`config.mk`:
```
export PLATFORM = sky130hd
export DESIGN_NAME = tx_blk_sched
export DESIGN_NICKNAME = d
export VERILOG_FILES = /design/src/rtl/pcs_tx_pkg.sv /design/src/rtl/tx_oreg.sv /design/src/rtl/tx_blk_sched.sv
export SDC_FILE = /design/constraint.sdc
export NUM_CORES = 1
export LEC_CHECK = 0
export CAP_MARGIN = 20
export CORE_MARGIN = 4
export CORE_UTILIZATION = 30
export CTS_CLUSTER_DIAMETER = 80
export DETAILED_ROUTE_END_ITERATION = 7
export GPL_ROUTABILITY_DRIVEN = 0
export MAX_ROUTING_LAYER = met4
export PLACE_DENSITY = 0.62
export SYNTH_ARGS = -nofsm -noshare
export SYNTH_HDL_FRONTEND = slang
export SYNTH_SLANG_ARGS = --single-unit
```
`constraint.sdc`:
```
create_clock -name clk -period 3.9 [get_ports clk]
set_input_delay 0.39 -clock clk [delete_from_list [all_inputs] [get_ports clk]]
set_output_delay 0.39 -clock clk [all_outputs]
set_load 0.03 [all_outputs]
```
`src/rtl/pcs_tx_pkg.sv`:
```
// Shared constants and types for the 64b/66b transmit block path.
package pcs_tx_pkg;

    localparam int DW = 66;
    localparam logic [1:0] SH_DATA = 2'b01;
    localparam logic [1:0] SH_CTRL = 2'b10;
    localparam logic [DW-1:0] IDLE_BLK = {2'b10, 64'h000000000000001e};

    typedef enum logic {
        ARB = 1'b0,
        PKT = 1'b1
    } fsm_t;

endpackage

```
`src/rtl/tx_oreg.sv`:
```
// Output register towards the gearbox sequencer: loads when empty or draining, holds under pause.
module tx_oreg #(
    parameter int DW = 66
) (
    input  logic          clk,
    input  logic          rst_n,
    input  logic          load_vld,
    input  logic [DW-1:0] load_dat,
    input  logic          rdy_i,
    output logic          load_en,
    output logic [DW-1:0] dat_o,
    output logic          vld_o
);

    assign load_en = !vld_o || rdy_i;

    always_ff @(posedge clk or negedge rst_n) begin
        if (!rst_n) begin
            vld_o <= 1'b0;
            dat_o <= '0;
        end else if (load_en) begin
            vld_o <= load_vld;
            if (load_vld) begin
                dat_o <= load_dat;
            end
        end
    end

endmodule

```
`src/rtl/tx_blk_sched.sv`:
```
// Arbitrates packet data and control blocks onto the gearbox input, keeping packets whole,
// enforcing an inter-packet gap and bounding control bursts while data waits.
module tx_blk_sched #(
    parameter int DW             = 66,
    parameter int MIN_IPG        = 1,
    parameter int CTRL_MAX_BURST = 4
) (
    input  logic          clk,
    input  logic          rst_n,
    input  logic [DW-1:0] d_dat,
    input  logic          d_sop,
    input  logic          d_eop,
    input  logic          d_vld,
    output logic          d_rdy,
    input  logic [DW-1:0] c_dat,
    input  logic          c_vld,
    output logic          c_rdy,
    output logic [DW-1:0] dat_o,
    output logic          vld_o,
    input  logic          rdy_i,
    output logic          in_pkt,
    output logic          err_underrun,
    output logic          err_proto
);
    import pcs_tx_pkg::*;

    localparam logic [3:0] IPG_LOAD  = 4'(MIN_IPG);
    localparam logic [3:0] BURST_MAX = 4'(CTRL_MAX_BURST);

    fsm_t          state;
    logic [3:0]    ipg_cnt;
    logic [3:0]    burst_cnt;
    logic          load_en;
    logic          grant_c;
    logic          grant_d;
    logic          discard;
    logic          load_vld;
    logic          eop_done;
    logic [DW-1:0] load_dat;

    always_comb begin
        grant_c = 1'b0;
        grant_d = 1'b0;
        if (rst_n) begin
            if (state == ARB) begin
                if (ipg_cnt == 4'd0) begin
                    if (c_vld && (!d_vld || burst_cnt < BURST_MAX)) begin
                        grant_c = 1'b1;
                    end else if (d_vld) begin
                        grant_d = 1'b1;
                    end
                end
            end else begin
                grant_d = d_vld;
            end
        end
    end

    assign d_rdy = load_en && grant_d;
    assign c_rdy = load_en && grant_c;

    // A headless beat outside a packet is consumed but never reaches the gearbox.
    assign discard      = d_rdy && (state == ARB) && !d_sop;
    assign load_vld     = c_rdy || (d_rdy && !discard);
    assign load_dat     = c_rdy ? c_dat : d_dat;
    assign err_proto    = d_rdy && ((state == ARB) ? !d_sop : d_sop);
    assign err_underrun = rst_n && (state == PKT) && load_en && !d_vld;
    assign eop_done     = d_rdy && d_eop && ((state == PKT) || d_sop);
    assign in_pkt       = (state == PKT);

    always_ff @(posedge clk or negedge rst_n) begin
        if (!rst_n) begin
            state     <= ARB;
            ipg_cnt   <= 4'd0;
            burst_cnt <= 4'd0;
        end else begin
            case (state)
                ARB: if (d_rdy && d_sop && !d_eop) state <= PKT;
                PKT: if (d_rdy && d_eop) state <= ARB;
                default: state <= ARB;
            endcase

            // Every unpaused slot while the gap is armed loads one idle, so exactly
            // MIN_IPG idle slots reach the gearbox between EOP and the next block.
            if (eop_done) begin
                ipg_cnt <= IPG_LOAD;
            end else if (rdy_i && ipg_cnt != 4'd0) begin
                ipg_cnt <= ipg_cnt - 4'd1;
            end

            if (d_rdy && d_sop) begin
                burst_cnt <= 4'd0;
            end else if (state == ARB && !c_vld) begin
                burst_cnt <= 4'd0;
            end else if (c_rdy && burst_cnt < BURST_MAX) begin
                burst_cnt <= burst_cnt + 4'd1;
            end
        end
    end

    tx_oreg #(
        .DW(DW)
    ) u_oreg (
        .clk      (clk),
        .rst_n    (rst_n),
        .load_vld (load_vld),
        .load_dat (load_dat),
        .rdy_i    (rdy_i),
        .load_en  (load_en),
        .dat_o    (dat_o),
        .vld_o    (vld_o)
    );

endmodule

```
# [Word-level counts from Yosys, hierarchy flattened]
# Cells that the tools add are included.
[totals] register_bits=76 inputBits=139 output_inout_bits=72 word_cells=60
[classes] n_addsub=2 magnitude_cmp=1 n_mux=19 n_bitwise=1 reduce_logical=32
[op_table] op="two-way mux 66 bit" n=1
[op_table] op="two-way mux 4 bit" n=5
[op_table] op="logical AND 1 bit" n=17
[op_table] op="two-way mux 1 bit" n=12
[op_table] op="zero test 1 bit" n=6
[op_table] op="adder 4 x 1 -> 4 bit, second input constant" n=1
[op_table] op="zero test 4 bit" n=1
[op_table] op="logical OR 1 bit" n=4
[op_table] op="less-than comparator 4 x 3 -> 1 bit, second input constant" n=1
[op_table] op="nonzero test 4 bit" n=1
[op_table] op="subtractor 4 x 1 -> 4 bit, second input constant" n=1
[op_table] op="nonzero test 3 bit" n=1
[op_table] op="case mux 1 bit (2 select lines)" n=1
[op_table] op="AND reduction 2 bit" n=1
[op_table] op="nonzero test 2 bit" n=1
[op_table] op="inverter 1 bit" n=1

# [Logic depth before layout (Yosys ltp)]
[logic_depth] ltp_word=14 ltp_mapped=11 depth_no_buf=8

# [Cells and area by module]
# A second synthesis with hierarchy kept.
[unflattened] cells_unflattened=281 hier_area_um2=4056.4
[by_module_without_submodules] module="tx_oreg" n_inst=1 cells_each=143 area_per_inst_um2=2697.6
[by_module_without_submodules] module="tx_blk_sched" n_inst=1 cells_each=138 area_per_inst_um2=1358.8

# [Worst setup path before layout]
# OpenSTA, ideal clock, no wires.
[synth_timing] path_kind="reg-to-output" start="register ipg_cnt[0]" end="output err_proto" t_arrival_ns=2.144 required_ns=3.510 path_slack_ns=1.366 stages_incl_launch_ff=7 path_buffers=0 cell_sequence="dfrtp_1 -> inv_1 -> ha_1 -> nor3b_2 -> o2111ai_1 -> a21oi_1 -> nor2b_1"
[synth_between] elab_chain_len=6
[synth_lines] item="from (decl)" line_no="tx_blk_sched.sv:31" rtl="logic [3:0] ipg_cnt;"
[synth_lines] item="from (signal assigned)" line_no="tx_blk_sched.sv:88" rtl="ipg_cnt <= ipg_cnt - 4'd1;"
[synth_lines] item="zero test 4 bit" line_no="tx_blk_sched.sv:46" rtl="if (ipg_cnt == 4'd0) begin"
[synth_lines] item="two-way mux 1 bit" line_no="tx_blk_sched.sv:46"
[synth_lines] item="two-way mux 1 bit" line_no="tx_blk_sched.sv:45" rtl="if (state == ARB) begin"
[synth_lines] item="two-way mux 1 bit" line_no="tx_blk_sched.sv:44" rtl="if (rst_n) begin"
[synth_lines] item="logical AND 1 bit" line_no="tx_blk_sched.sv:59" rtl="assign d_rdy = load_en && grant_d;"
[synth_lines] item="via d_rdy" line_no="tx_blk_sched.sv:14" rtl="output logic d_rdy,"
[synth_lines] item="logical AND 1 bit" line_no="tx_blk_sched.sv:66" rtl="assign err_proto = d_rdy && ((state == ARB) ? !d_sop : d_sop);"
[synth_lines] item="to (decl)" line_no="tx_blk_sched.sv:23" rtl="output logic err_proto"
# The timed path passes the listed nets, and every way through them passes these cells.

# [Worst setup path after layout]
[layout_timing] start="register ipg_cnt[0]" end="output c_rdy"
[layout_between] elab_chain_len=5
[layout_lines] item="zero test 4 bit" line_no="tx_blk_sched.sv:46"
[layout_lines] item="two-way mux 1 bit" line_no="tx_blk_sched.sv:46"
[layout_lines] item="two-way mux 1 bit" line_no="tx_blk_sched.sv:45"
[layout_lines] item="two-way mux 1 bit" line_no="tx_blk_sched.sv:44"
[layout_lines] item="logical AND 1 bit" line_no="tx_blk_sched.sv:60" rtl="assign c_rdy = load_en && grant_c;"
[layout_lines] item="to (decl)" line_no="tx_blk_sched.sv:17" rtl="output logic c_rdy,"
# No other way between the ends.

==> impl_metrics.toml <==
[run_status]
status = "finished clean"

[power]
switchingPower_w = 0.00169
ir_drop_v = 0.000383
power_frac_clock_pct = 17.2
p_per_area_nw_per_um2 = 700
p_sw_share_pct = 37.8
p_int_w = 0.00277
seqPwrFrac_pct = 30.7
cellLeakagePower_nw = 2.60
combinationalPowerShare_pct = 52.0
p_total_w = 0.00446

[synthesis]
seq_area_frac_synth_pct = 49.4
syn_avg_cell_area_sq_um = 14.0
yosys_warnings = 0
syn_area_sq_um = 3850
syn-num-nets = 418
synth_cell_types = 30
syn_inst = 275
synth-seq-cells = 76

[global_route]
grt_util_met1_pct = 17.0
antenna_found_initial = 0
grt_pass1_vias = 3291
use_met2_pct = 25.0
grt_max_degree = 43
top_usage_layer = "met2"
grt_pass1_wl_um = 16900
grt-ovfl-total = 0
grt_usage_pct = 15.2
gr-usage-met3_pct = 4.99

[cts]
cts_buffer_depth = 2
cts_resized = 0
numCtsBuffers = 9
cts_tree = "done"
root_buffer = "clkbuf_16"
ctsHtreeMaxLevel = 3
clk_latency_ns = 0.33
path_clk_slew_ns = 0.06
cts_hold_buf = 0
post_cts_buffers = 0
clock_sinks = 76

[min_path]
hold_path_class = "in -> async"

[setup_path]
worstPathArrival_ns = 2.65
crit_type = "reg -> out"
crit_fanout = 4
startpoint_type = "flip-flop"
cp_data_required_time_ns = 3.51
end_kind = "output pin"

[timing]
fmax_mhz = 329
fin_crit_sh_pct = 77.9
finClkSkew_ns = 0.00621
finalSetupViolations = 0
finalHoldViolCount = 0
setup_tns_ns = 0
slew_headroom_pct = 63.0
slew_viol_final = 0
tightest_slew_ns = 0.555
fin_crit_ns = 3.04
rsz0062_at_grt = "no"

[floorplanning]
start_util_pct = 30.6
die-width_um = 121
core_area_sq_um = 12600
die-area_sq_um = 14700
io_pins = 211
rows = 41
fp.dieH_um = 121

[finish]
final_common_cell = "clkdlybuf4s50_1"
drive_above_1_share_pct = 31.6
diodes = 0
finalNetCount = 630
final_cell_mix = "clkdlybuf4s50_1 (209), mux2_2 (125), dfrtp_1 (76), clkbuf_16 (9), inv_1 (8)"
areaGrowthSynthToFinish_pct = 65.6

[route]
vias_per_cell = 4.55
drt_iter0_markers = 137
drt-total-wl_um = 10800
drc = 0
vias = 3017
wl_per_cell_um = 16.3
firstDrtPassIters = 4
detail-route-antenna-nets = 0

[run]
cap_violations = 0

[placement]
io_buffers = 210
hpwl_um = 8190
-- cells by family (layout without fill, tap and decap cells) --
| family | after synthesis | after routing | synth area share, % |
|---|---|---|---|
| buffers and inverters | 23 | 239 | 3.51 |
| AO/OA/AOI/OAI | 15 | 15 | 2.70 |
| multiplexers | 132 | 132 | 39.3 |
| adder cells (fa/ha/maj) | 4 | 4 | 1.30 |
| AND/OR/NAND/NOR | 22 | 22 | 3.12 |
| flip-flops | 76 | 76 | 49.4 |
| XOR/XNOR | 3 | 3 | 0.683 |
-- path summary, 6_finish.rpt --
check | from | to | slack [ns] | depth (start not counted)
min in group clk | u_oreg.dat_o[44]$_DFFE_PN0P_ | u_oreg.dat_o[44]$_DFFE_PN0P_ | 0.50 | 1
setup / recovery | ipg_cnt[0]$_DFFE_PN0P_ | c_rdy | 0.86 | 7
setup reg to reg | ipg_cnt[0]$_DFFE_PN0P_ | u_oreg.dat_o[22]$_DFFE_PN0P_ | 1.05 | 9
max in group asynchronous | rst_n | u_oreg.dat_o[12]$_DFFE_PN0P_ | 3.35 | 2
hold / removal | rst_n | ipg_cnt[3]$_DFFE_PN0P_ | 0.13 | 2
hold reg to reg | u_oreg.dat_o[44]$_DFFE_PN0P_ | u_oreg.dat_o[44]$_DFFE_PN0P_ | 0.50 | 1
-- power groups by stage --
stage / clock network, W / registers, W / logic, W
floorplan: 0 / 0.00208 / 0.000603
global placement: 0 / 0.00137 / 0.00233
detailed placement: 0 / 0.00138 / 0.00235
CTS: 0.000796 / 0.00138 / 0.00236
global route: 0.000828 / 0.00143 / 0.00245
finish: 0.000769 / 0.00137 / 0.00232
-- cells in the mapped netlist, drive strengths merged --
master | n | area share [%]
a211oi | 1 | 0.20
a21o | 1 | 0.23
a21oi | 4 | 0.52
a22o | 1 | 0.23
a31oi | 1 | 0.16
and3b | 1 | 0.23
buf | 15 | 2.7
dfrtp | 76 | 49
ha | 4 | 1.3
inv | 8 | 0.78
mux2 | 132 | 39
nand2 | 2 | 0.20
nand2b | 3 | 0.49
nand3 | 3 | 0.39
nor2 | 7 | 0.68
nor2b | 2 | 0.32
nor3 | 1 | 0.13
nor3b | 1 | 0.32
o2111ai | 1 | 0.23
o21a | 1 | 0.20
o21ai | 2 | 0.26
o31ai | 2 | 0.39
o41a | 1 | 0.29
or3 | 1 | 0.16
or4 | 1 | 0.20
xnor2 | 1 | 0.23
xor2 | 2 | 0.46
-- worst max-delay path, stage by stage, from the launching register on --
cell and delay [ns]:
dfrtp_1 0.40, inv_1 0.09, ha_1 0.14, nor3b_2 0.26, nand3_1 0.11, or3_2 0.47, inv_1 0.15, clkdlybuf4s50_1 0.70
-- area by class of cell --
class                   instances  area [sq um]
clock buffers                  13           260
clock inverters                 2          10.0
fillers                      1137          6190
inverters                       8          30.0
multi-input cells             176          1810
flip-flops and latches         76          1900
well taps                     172           215
repair buffers                216          2140
-- state kept, by name (all words and copies together) (netlist names) --
signal and count:
u_oreg.dat_o 66, burst_cnt 4, ipg_cnt 4, in_pkt 1, u_oreg.vld_o 1
-- routing by layer --
metal  part of all wire (%)  routed length (um)
met1                     39                4230
met2                     50                5400
met3                    8.9                 964
met4                    1.9                 210
met5                      0                   0
-- per-stage QoR --
| step | utilization (%) | hold slack (ns) | setup slack, ns | instances | area (sq um) |
|---|---|---|---|---|---|
| 2_1_floorplan | - | 0.0944 | 1.37 | 275 | 3850 |
| 3_3_place_gp | 48.6 | 0.488 | 0.908 | 648 | 6110 |
| 3_5_place_dp | 48.6 | 0.494 | 0.908 | 648 | 6110 |
| 4_1_cts | 50.7 | 0.143 | 0.820 | 663 | 6380 |
| 5_1_grt | 50.7 | 0.164 | 0.599 | 663 | 6380 |
| 6_report | 50.7 | 0.128 | 0.862 | 663 | 6380 |
Power figures use the tool's default switching activity.
